--- src/rtl/mru_button_leds.sv ---
// mru_button_leds
//   Four-button / four-LED most-recently-used tracker. An internal divider
//   produces the timedClk square wave; buttons are sampled on each rising
//   edge of timedClk and a press is accepted when the same single button is
//   seen on two consecutive samples. Accepted buttons are kept in a 3-slot
//   table with recency ranks (0 = most recent); each resident button lights
//   its LED. A full-table miss evicts the most recent entry by default.
//
//   Compile-time option: define MRU_LRU_EVICT_EN to evict the least recently
//   used entry instead on a full-table miss.
//
// Parameters
//   TICK_HALF_CYCLES : clk cycles per half period of timedClk (>= 1)
// Ports
//   clk           : system clock, rising edge
//   rst           : synchronous reset, active high
//   b1..b4        : button levels, active high
//   l1..l4        : LED outputs, high while the matching button is resident
//   timedClk      : registered tick square wave
module mru_button_leds #(
    parameter int unsigned TICK_HALF_CYCLES = 12500000
) (
    input  logic clk,
    input  logic rst,
    input  logic b1,
    input  logic b2,
    input  logic b3,
    input  logic b4,
    output logic l1,
    output logic l2,
    output logic l3,
    output logic l4,
    output logic timedClk
);

    localparam int unsigned CW = (TICK_HALF_CYCLES > 1) ? $clog2(TICK_HALF_CYCLES) : 1;
    localparam logic [CW-1:0] CNT_LAST = CW'(TICK_HALF_CYCLES - 1);

    logic [CW-1:0] cnt;
    logic          tick_q;
    logic          wrap;
    logic          sample;

    // Sample history: bit 3 = b1 ... bit 0 = b4
    logic [3:0]    cur;
    logic [3:0]    prev;
    logic [3:0]    lock;
    logic          one_hot;
    logic          confirm;
    logic [1:0]    btn_id;

    // Table state
    logic [2:0]    valid;
    logic [1:0]    slot_id   [3];
    logic [1:0]    slot_rank [3];
    logic [3:0]    led;

    // Next-table values
    logic [2:0]    nvalid;
    logic [1:0]    nslot_id   [3];
    logic [1:0]    nslot_rank [3];
    logic [3:0]    nled;
    logic          hit;
    logic [1:0]    hit_slot;
    logic          free_any;
    logic [1:0]    free_slot;
    logic [1:0]    victim;

    assign wrap   = (cnt == CNT_LAST);
    assign sample = wrap && !tick_q;
    assign cur    = {b1, b2, b3, b4};

    always_comb begin
        one_hot = 1'b0;
        btn_id  = 2'd0;
        unique case (cur)
            4'b1000: begin one_hot = 1'b1; btn_id = 2'd0; end
            4'b0100: begin one_hot = 1'b1; btn_id = 2'd1; end
            4'b0010: begin one_hot = 1'b1; btn_id = 2'd2; end
            4'b0001: begin one_hot = 1'b1; btn_id = 2'd3; end
            default: begin one_hot = 1'b0; btn_id = 2'd0; end
        endcase
    end

    // A button already confirmed in this hold stays locked until sampled low.
    assign confirm = one_hot && (cur == prev) && ((cur & lock) == 4'b0000);

    always_comb begin
        nvalid    = valid;
        hit       = 1'b0;
        hit_slot  = 2'd0;
        free_any  = 1'b0;
        free_slot = 2'd0;
        victim    = 2'd0;
        nled      = '0;
        for (int unsigned s = 0; s < 3; s++) begin
            nslot_id[s]   = slot_id[s];
            nslot_rank[s] = slot_rank[s];
        end

        for (int unsigned s = 0; s < 3; s++) begin
            if (valid[s] && slot_id[s] == btn_id) begin
                hit      = 1'b1;
                hit_slot = 2'(s);
            end
        end
        // Descending scan so the lowest free index wins.
        for (int unsigned s = 3; s > 0; s--) begin
            if (!valid[s-1]) begin
                free_any  = 1'b1;
                free_slot = 2'(s - 1);
            end
        end
`ifdef MRU_LRU_EVICT_EN
        // Table is full when this is used, so ranks are exactly 0,1,2.
        for (int unsigned s = 0; s < 3; s++) begin
            if (slot_rank[s] == 2'd2) victim = 2'(s);
        end
`else
        for (int unsigned s = 0; s < 3; s++) begin
            if (slot_rank[s] == 2'd0) victim = 2'(s);
        end
`endif

        if (confirm) begin
            if (hit) begin
                for (int unsigned s = 0; s < 3; s++) begin
                    if (valid[s] && slot_rank[s] < slot_rank[hit_slot])
                        nslot_rank[s] = slot_rank[s] + 2'd1;
                end
                nslot_rank[hit_slot] = 2'd0;
            end else if (free_any) begin
                for (int unsigned s = 0; s < 3; s++) begin
                    if (valid[s]) nslot_rank[s] = slot_rank[s] + 2'd1;
                end
                nvalid[free_slot]     = 1'b1;
                nslot_id[free_slot]   = btn_id;
                nslot_rank[free_slot] = 2'd0;
            end else begin
`ifdef MRU_LRU_EVICT_EN
                for (int unsigned s = 0; s < 3; s++) begin
                    if (2'(s) != victim) nslot_rank[s] = slot_rank[s] + 2'd1;
                end
                nslot_rank[victim] = 2'd0;
`endif
                // MRU eviction: the victim keeps rank 0, others unchanged.
                nslot_id[victim] = btn_id;
            end
        end

        for (int unsigned s = 0; s < 3; s++) begin
            if (nvalid[s]) nled[nslot_id[s]] = 1'b1;
        end
    end

    always_ff @(posedge clk) begin
        if (rst) begin
            cnt    <= '0;
            tick_q <= 1'b0;
            prev   <= '0;
            lock   <= '0;
            valid  <= '0;
            led    <= '0;
            for (int unsigned s = 0; s < 3; s++) begin
                slot_id[s]   <= '0;
                slot_rank[s] <= '0;
            end
        end else begin
            if (wrap) begin
                cnt    <= '0;
                tick_q <= ~tick_q;
            end else begin
                cnt <= cnt + 1'b1;
            end

            if (sample) begin
                prev  <= cur;
                lock  <= (lock & cur) | (confirm ? cur : 4'b0000);
                valid <= nvalid;
                led   <= nled;
                for (int unsigned s = 0; s < 3; s++) begin
                    slot_id[s]   <= nslot_id[s];
                    slot_rank[s] <= nslot_rank[s];
                end
            end
        end
    end

    assign timedClk = tick_q;
    assign l1 = led[0];
    assign l2 = led[1];
    assign l3 = led[2];
    assign l4 = led[3];

endmodule

--- config.mk ---
export PLATFORM = sky130hd
export DESIGN_NAME = mru_button_leds
export DESIGN_NICKNAME = d
export VERILOG_FILES = /design/src/rtl/mru_button_leds.sv
export SDC_FILE = /design/constraint.sdc
export NUM_CORES = 1
export LEC_CHECK = 0
export BUFFER_PORTS_ARGS = -buffer_cell sky130_fd_sc_hd__clkbuf_2
export CORE_MARGIN = 1
export CORE_UTILIZATION = 31
export CTS_CLUSTER_DIAMETER = 150
export DETAILED_ROUTE_END_ITERATION = 16
export MAX_ROUTING_LAYER = met4
export PLACE_DENSITY_LB_ADDON = 0.15
export SLEW_MARGIN = 25
export SYNTH_ARGS = -nofsm -noshare
export SYNTH_HDL_FRONTEND = slang
export SYNTH_SLANG_ARGS = --single-unit
--- constraint.sdc ---
create_clock -name clk -period 2.8 [get_ports clk]
set_input_delay 0.42 -clock clk [delete_from_list [all_inputs] [get_ports clk]]
set_output_delay 0.42 -clock clk [all_outputs]
set_load 0.03 [all_outputs]
== Word level (Yosys, flattened, before mapping) ==
Memory sizes are Yosys's and may differ from the RTL's.
Index checks and enable logic that the tools add are counted.
W data, S select, Z words.

* Memories: 2
* Register bits after elaboration: 40
* Logic and storage cells: 155
* Bits of input ports: 6
* Memory bits (writable): 12

* Equality and inequality tests: 9
* Reduce and logical (&&, ||, !) cells: 22
* Bitwise logic cells: 19
* Muxes and demuxes: 76
* Order comparisons: 17
* $add $sub $neg: 4

{| class="wikitable"
|+ Memory list
! memory !! depth !! width !! rd ports !! clocked after memory_dff !! write ports !! line !! text
|-
| slot_id || 3 || 2 || 3 || 0 || 3 || 54 || <nowiki>logic [1:0] slot_id [3];</nowiki>
|-
| slot_rank || 3 || 2 || 4 || 0 || 3 || 55 || <nowiki>logic [1:0] slot_rank [3];</nowiki>
|}

{| class="wikitable"
|+ Operators with widths
! cell !! count
|-
| $mux W2 || 35
|-
| $mux W6 || 6
|-
| $add A24 B1 Y24 const B || 1
|-
| $eq A24 B24 Y1 const B || 1
|-
| $mux W1 || 18
|-
| $logic_and A1 B1 Y1 || 16
|-
| $mux W4 || 4
|-
| $and A6 B6 Y6 || 2
|-
| $bwmux W6 || 2
|-
| $demux W2 S2 || 3
|-
| $lt A2 B3 Y1 const B || 4
|-
| $not A6 Y6 || 2
|-
| $or A4 B4 Y4 || 3
|-
| $ge A3 B3 Y1 const B || 3
|-
| $lt A3 B1 Y1 const B || 3
|-
| $mux W3 || 3
|-
| $not A2 Y3 || 3
|-
| $demux W1 S2 || 4
|-
| $ge A2 B1 Y1 const B || 4
|-
| $add A2 B1 Y2 const B || 3
|-
| $eq A2 B2 Y1 || 3
|-
| $lt A2 B2 Y1 || 3
|-
| $or A1 B1 Y1 || 6
|-
| $pmux W2 S3 || 1
|-
| 13 further kinds || 14
|}

== Depth between registers and ports, before layout ==
An unclocked memory read counts as a cell.

* Depth after elaboration: 22
* Gate-level depth with buffers: 10
* Depth with buffers taken out: 9

== Worst setup path before layout ==
Ideal clock, no wire load.

* Kind: input -> register
* From: input port b4
* To: register led[0]
* Data arrival time: 2.512 ns
* Library setup time: 0.137 ns
* Slack: 0.151 ns
* Stages: 9
* Path buffers: 1
* Data required time: 2.663 ns
* Cell sequence: buf_4 xor2_1 and3_1 o2111ai_2 nand3b_4 nor3_1 mux2_2 a2bb2oi_1 a31oi_1

* Cells in the longest elaborated chain, start to end: 18
* Elaborated cells on any way between the ends: 48
* Classes of those cells: 6 x order compare; 8 x eq/ne; 21 x mux; 3 x bitwise; 10 x reduce/logical

{| class="wikitable"
|+ RTL lines
! element !! line !! text
|-
| start, declared || 28 || <nowiki>input logic b4,</nowiki>
|-
| $eq A4 B1 Y1 (tied with other cells) || 76 || <nowiki>unique case (cur)</nowiki>
|-
| $pmux W2 S3 || 76 ||
|-
| $eq A2 B2 Y1 || 102 || <nowiki>if (valid[s] && slot_id[s] == btn_id) begin</nowiki>
|-
| $logic_and A1 B1 Y1 || 102 ||
|-
| $mux W1 (3 in a row) || 102 ||
|-
| $mux W6 || 126 || <nowiki>if (hit) begin</nowiki>
|-
| $mux W6 || 125 || <nowiki>if (confirm) begin</nowiki>
|-
| $lt A2 B3 Y1 (implied by the code) or $ge A2 B1 Y1 (tied branches) || 152 || <nowiki>if (nvalid[s]) nled[nslot_id[s]] = 1'b1;</nowiki>
|-
| $logic_and A1 B1 Y1 (implied by the code) || 152 ||
|-
| $mux W1 (implied by the code) || 152 ||
|-
| $demux W1 S2 || 152 ||
|-
| $mux W4 || 152 ||
|-
| $or A4 B4 Y4 (no source line) || n/a ||
|-
| $mux W4 || 152 ||
|-
| $or A4 B4 Y4 (no source line) || n/a ||
|-
| $mux W4 * || 152 ||
|-
| end signal, assigned || 180 || <nowiki>led <= nled;</nowiki>
|-
| end, declared || 56 || <nowiki>logic [3:0] led;</nowiki>
|}

Every way passes the cells marked *; elsewhere a longest branch is shown, timed or not.
A chain may end at the register's enable or synchronous reset.

== Worst setup path after layout ==
* From: input port b2
* To: register led[1]

* Cells in the longest elaborated chain, start to end: 18
* Elaborated cells on any way between the ends: 48
* Classes of those cells: 6 x order compare; 8 x eq/ne; 21 x mux; 3 x bitwise; 10 x reduce/logical

{| class="wikitable"
|+ RTL lines
! element !! line !! text
|-
| start, declared || 26 || <nowiki>input logic b2,</nowiki>
|-
| $eq A4 B1 Y1 (tied with other cells) || 76 ||
|-
| $pmux W2 S3 || 76 ||
|-
| $eq A2 B2 Y1 || 102 ||
|-
| $logic_and A1 B1 Y1 || 102 ||
|-
| $mux W1 (3 in a row) || 102 ||
|-
| $mux W6 || 126 ||
|-
| $mux W6 || 125 ||
|-
| $lt A2 B3 Y1 (implied by the code) or $ge A2 B1 Y1 (tied branches) || 152 ||
|-
| $logic_and A1 B1 Y1 (implied by the code) || 152 ||
|-
| $mux W1 (implied by the code) || 152 ||
|-
| $demux W1 S2 || 152 ||
|-
| $mux W4 || 152 ||
|-
| $or A4 B4 Y4 (no source line) || n/a ||
|-
| $mux W4 || 152 ||
|-
| $or A4 B4 Y4 (no source line) || n/a ||
|-
| $mux W4 * || 152 ||
|}

Marked as above.

==> impl_results.md <==
* Status: complete, no violations
* Diode count at 0
* Ys Warns at 0
* Hpwl dp at 5710 um
* Worst-Margin Slew at 0.768 ns
* Most frequent cell after synthesis: nor2_1
* Critical-path top delay cell: mux2i_1
* Worst hold margin at 0.467 ns
* Avg Inst Size Synth at 8.12 um^2
* Number of synthesized flops with an enable pin at 12
* Area contributors post-synth: dfxtp_1 26%, edfxtp_1 12%, nor2_1 8.7%, xor2_1 4.8%, nand2_1 4.4%
* Initial core utilization at 32.1%
* Psw at 0.333 mW
* Peak supply drop at 191 uV
* Worst-Skew Late Latency at 0.31 ns
* Syn Inst Count at 386
* Number of global-route vias before repair at 2648
* Die Wd at 103 um
* Core box area at 0.00977 mm^2
* CP top delay family: simple AND/OR/NAND/NOR gates
* WL/cell at 13.5 um
* Setup-failing EPs final at 0
* Leak pwr at 1.37 nW
* Slew margin rel. at 48.3%
* Gate power share at 8.0%
* Max stage delay on crit path at 0.39 ns
* Power, Total at 1.33 mW
* IO Port Bufs at 10
* Number of synthesized register bits at 52
* Part of the power in registers at 58.9%
* Final wirelength at 7570 um
* Root Driver: clkbuf_8
* Reg2reg start: slot_id[0][2]
* Synth Cell Area at 0.00313 mm^2
* Drt first pass iters at 4
* Final worst path period need at 2.57 ns
* Startpoint types: primary input
* Total track usage at 16.0%
* Critical path endpoint category: flop
* Final core occ at 37.7%
* Clock-pin slew on the worst setup and hold paths at 0.10 ns
* Hold-critical path endpoint: cnt[0]
* Via density at 4.98
* Critical Path RT at 3.00 ns
* Register-to-register setup slack at 0.24 ns
* Reg2reg end: slot_rank[0][0]
* Clock power share at 33.1%
* CP max FO at 4
* CTS sink count at 52
* Syn_nets at 396
* Async S/R FF share, synth at 0%
* Total CTS buffers at 5
* Crit Path Category: primary input to flop
* Post-synth top flop: dfxtp_1
* Total gr overflow at 0
* Seq. cell area at 0.00116 mm^2
* First-pass GRT wire length at 12800 um
* Placement Cell Area at 0.00358 mm^2
* First DRT Iteration DRCs at 81
* PnR worst setup slack at 0.234 ns
* Crit path depth at 9
* Netlist cell types at 64
* Largest area contributor in the synthesized netlist: dfxtp_1
* Ports at 11
* Antenna-violating nets left at 0
* Synth top area share at 25.6%
* Hold path start: cnt[0]
* DRC Markers at 0
* Vias at 2796
* Pre-CTS WS at -0.0846 ns
* Maximum Capacitance Violations at 0
* Max Clk Rate at 390 MHz
* Antenna violations before repair at 0
* CTS tree: built
* Multi-input gate area at 0.00184 mm^2
* Fillers at 1052
* Buf+Inv Stages, Crit Path at 1
* Switching share of total power at 25.0%
* Area grow syn2layout at 17.7%
* Placer Congestion at 0.847
* CTS Hold Bufs at 0
* Worst min path class: flop to flop
* Die height at 103 um
* Setup Skew at 0.0114 ns
* Register area share after synthesis at 37.1%
* Top cells by count, synth: 73 x nor2_1, 40 x dfxtp_1, 37 x nand2_1
* Final period util at 91.6%
* Critical Path, Cell by Cell: clkbuf_2 > or2_1 > or3_1 > a211o_1 > nand3b_4 > nor4_4 > mux2i_1 > o41ai_1 > a221o_1
* Final layout net count at 438
* Cell Rows at 36
* Largest net degree at the start of global routing at 25
* Worst Hold Depth at 1
* Worst Path Arrival at 2.77 ns
* Clk buf depth at 2
* Fin area at 0.00369 mm^2
* Die area at 0.0105 mm^2
* Internal power at 1.00 mW
* Pwr Density at 361 mW/mm^2
* Layout cell share with drive strength beyond 1 at 17.0%
* R2R depth at 9
* Endpoints failing hold at 0
* Final count of pins violating max slew at 0
* H-tree depth at 2
## through the flow
stage / instances / TNS (ns)
2_1_floorplan: 386 / 0
5_1_grt: 562 / -0.00187
3_5_place_dp: 552 / -0.378
6_report: 562 / 0
3_3_place_gp: 552 / -0.359
4_1_cts: 560 / 0
## logic make-up (layout without fill, tap and decap cells)
kind of cell	Yosys count	count (layout)	share of synthesized area, %
AOI/OAI and AO/OA	80	80	17.6
xor gates and xnor gates	25	25	6.99
adders and majority gates	6	6	2.24
buffers and inverters	32	75	4.11
DFF	52	52	37.1
muxes	11	11	3.67
and+or+nand+nor	180	180	28.4
## how the worst max path moves through the flow
stage	from	to	slack, ns
floorplan	b4	led[0]	0.15
global route	slot_id[0][2]	slot_rank[0][0]	-0.002
finish	b2	led[1]	0.23
detailed placement	b2	led[1]	-0.08
CTS	slot_id[0][2]	slot_rank[0][0]	0.17
global placement	b2	slot_rank[0][0]	-0.07
## worst reg2reg max path, stage by stage (launching register included)
cell,delay (ns)
edfxtp_1,0.43
and3b_1,0.19
o21ai_1,0.13
a21oi_1,0.11
o21a_1,0.23
buf_4,0.16
o211ai_1,0.28
o21ai_1,0.18
maj3_1,0.37
a221oi_1,0.31
## metal layers
layer	wire (um)	up-vias	track usage (%)
met5	0	-	-
met4	65	0	4.07
met3	145	5	2.24
met2	3580	26	25.5
met1	3780	1299	21.2
li1	-	1466	-
## what timing repair did
item,in CTS,in global routing
buffers inserted,0,2
gates resized for setup,0,0
setup endpoints to repair,0,1
## flip-flops by register name, summed over array words and instances, names as in the netlist
name / cells
lock: 4
timedClk: 1
slot_id: 6
slot_rank: 6
valid: 3
prev: 4
cnt: 24
led: 4
## power by group through the flow
stage | registers [mW] | logic [mW] | clock network, mW
finish | 0.784 | 0.107 | 0.442
global route | 0.786 | 0.121 | 0.490
CTS | 0.784 | 0.107 | 0.465
detailed placement | 0.802 | 0.106 | 0
global placement | 0.802 | 0.106 | 0
floorplan | 0.798 | 0.0684 | 0
## cell usage in the layout, fill, tap and decap left out, types with 7 or more instances in the layout
master	Yosys	layout
clkbuf_2	0	10
buf_4	1	43
o21ai_0	11	11
xor2_1	17	17
inv_1	14	14
edfxtp_1	12	12
nor3_1	10	10
dfxtp_1	40	40
xnor2_1	8	8
nor2_1	73	73
nand4_1	9	9
nand2_1	37	37
mux2i_1	7	7
a21oi_1	22	22
nand3_1	11	11
## layout make-up
class / instances / area share, %
inverters: 14 / 1.43
well taps: 133 / 4.51
flip-flops and latches: 52 / 31.5
repair buffers: 53 / 10.1
clock buffers: 5 / 1.87
multi-input cells: 302 / 50.0
clock inverters: 3 / 0.611
No activity file was read; power rests on OpenSTA's default activity.
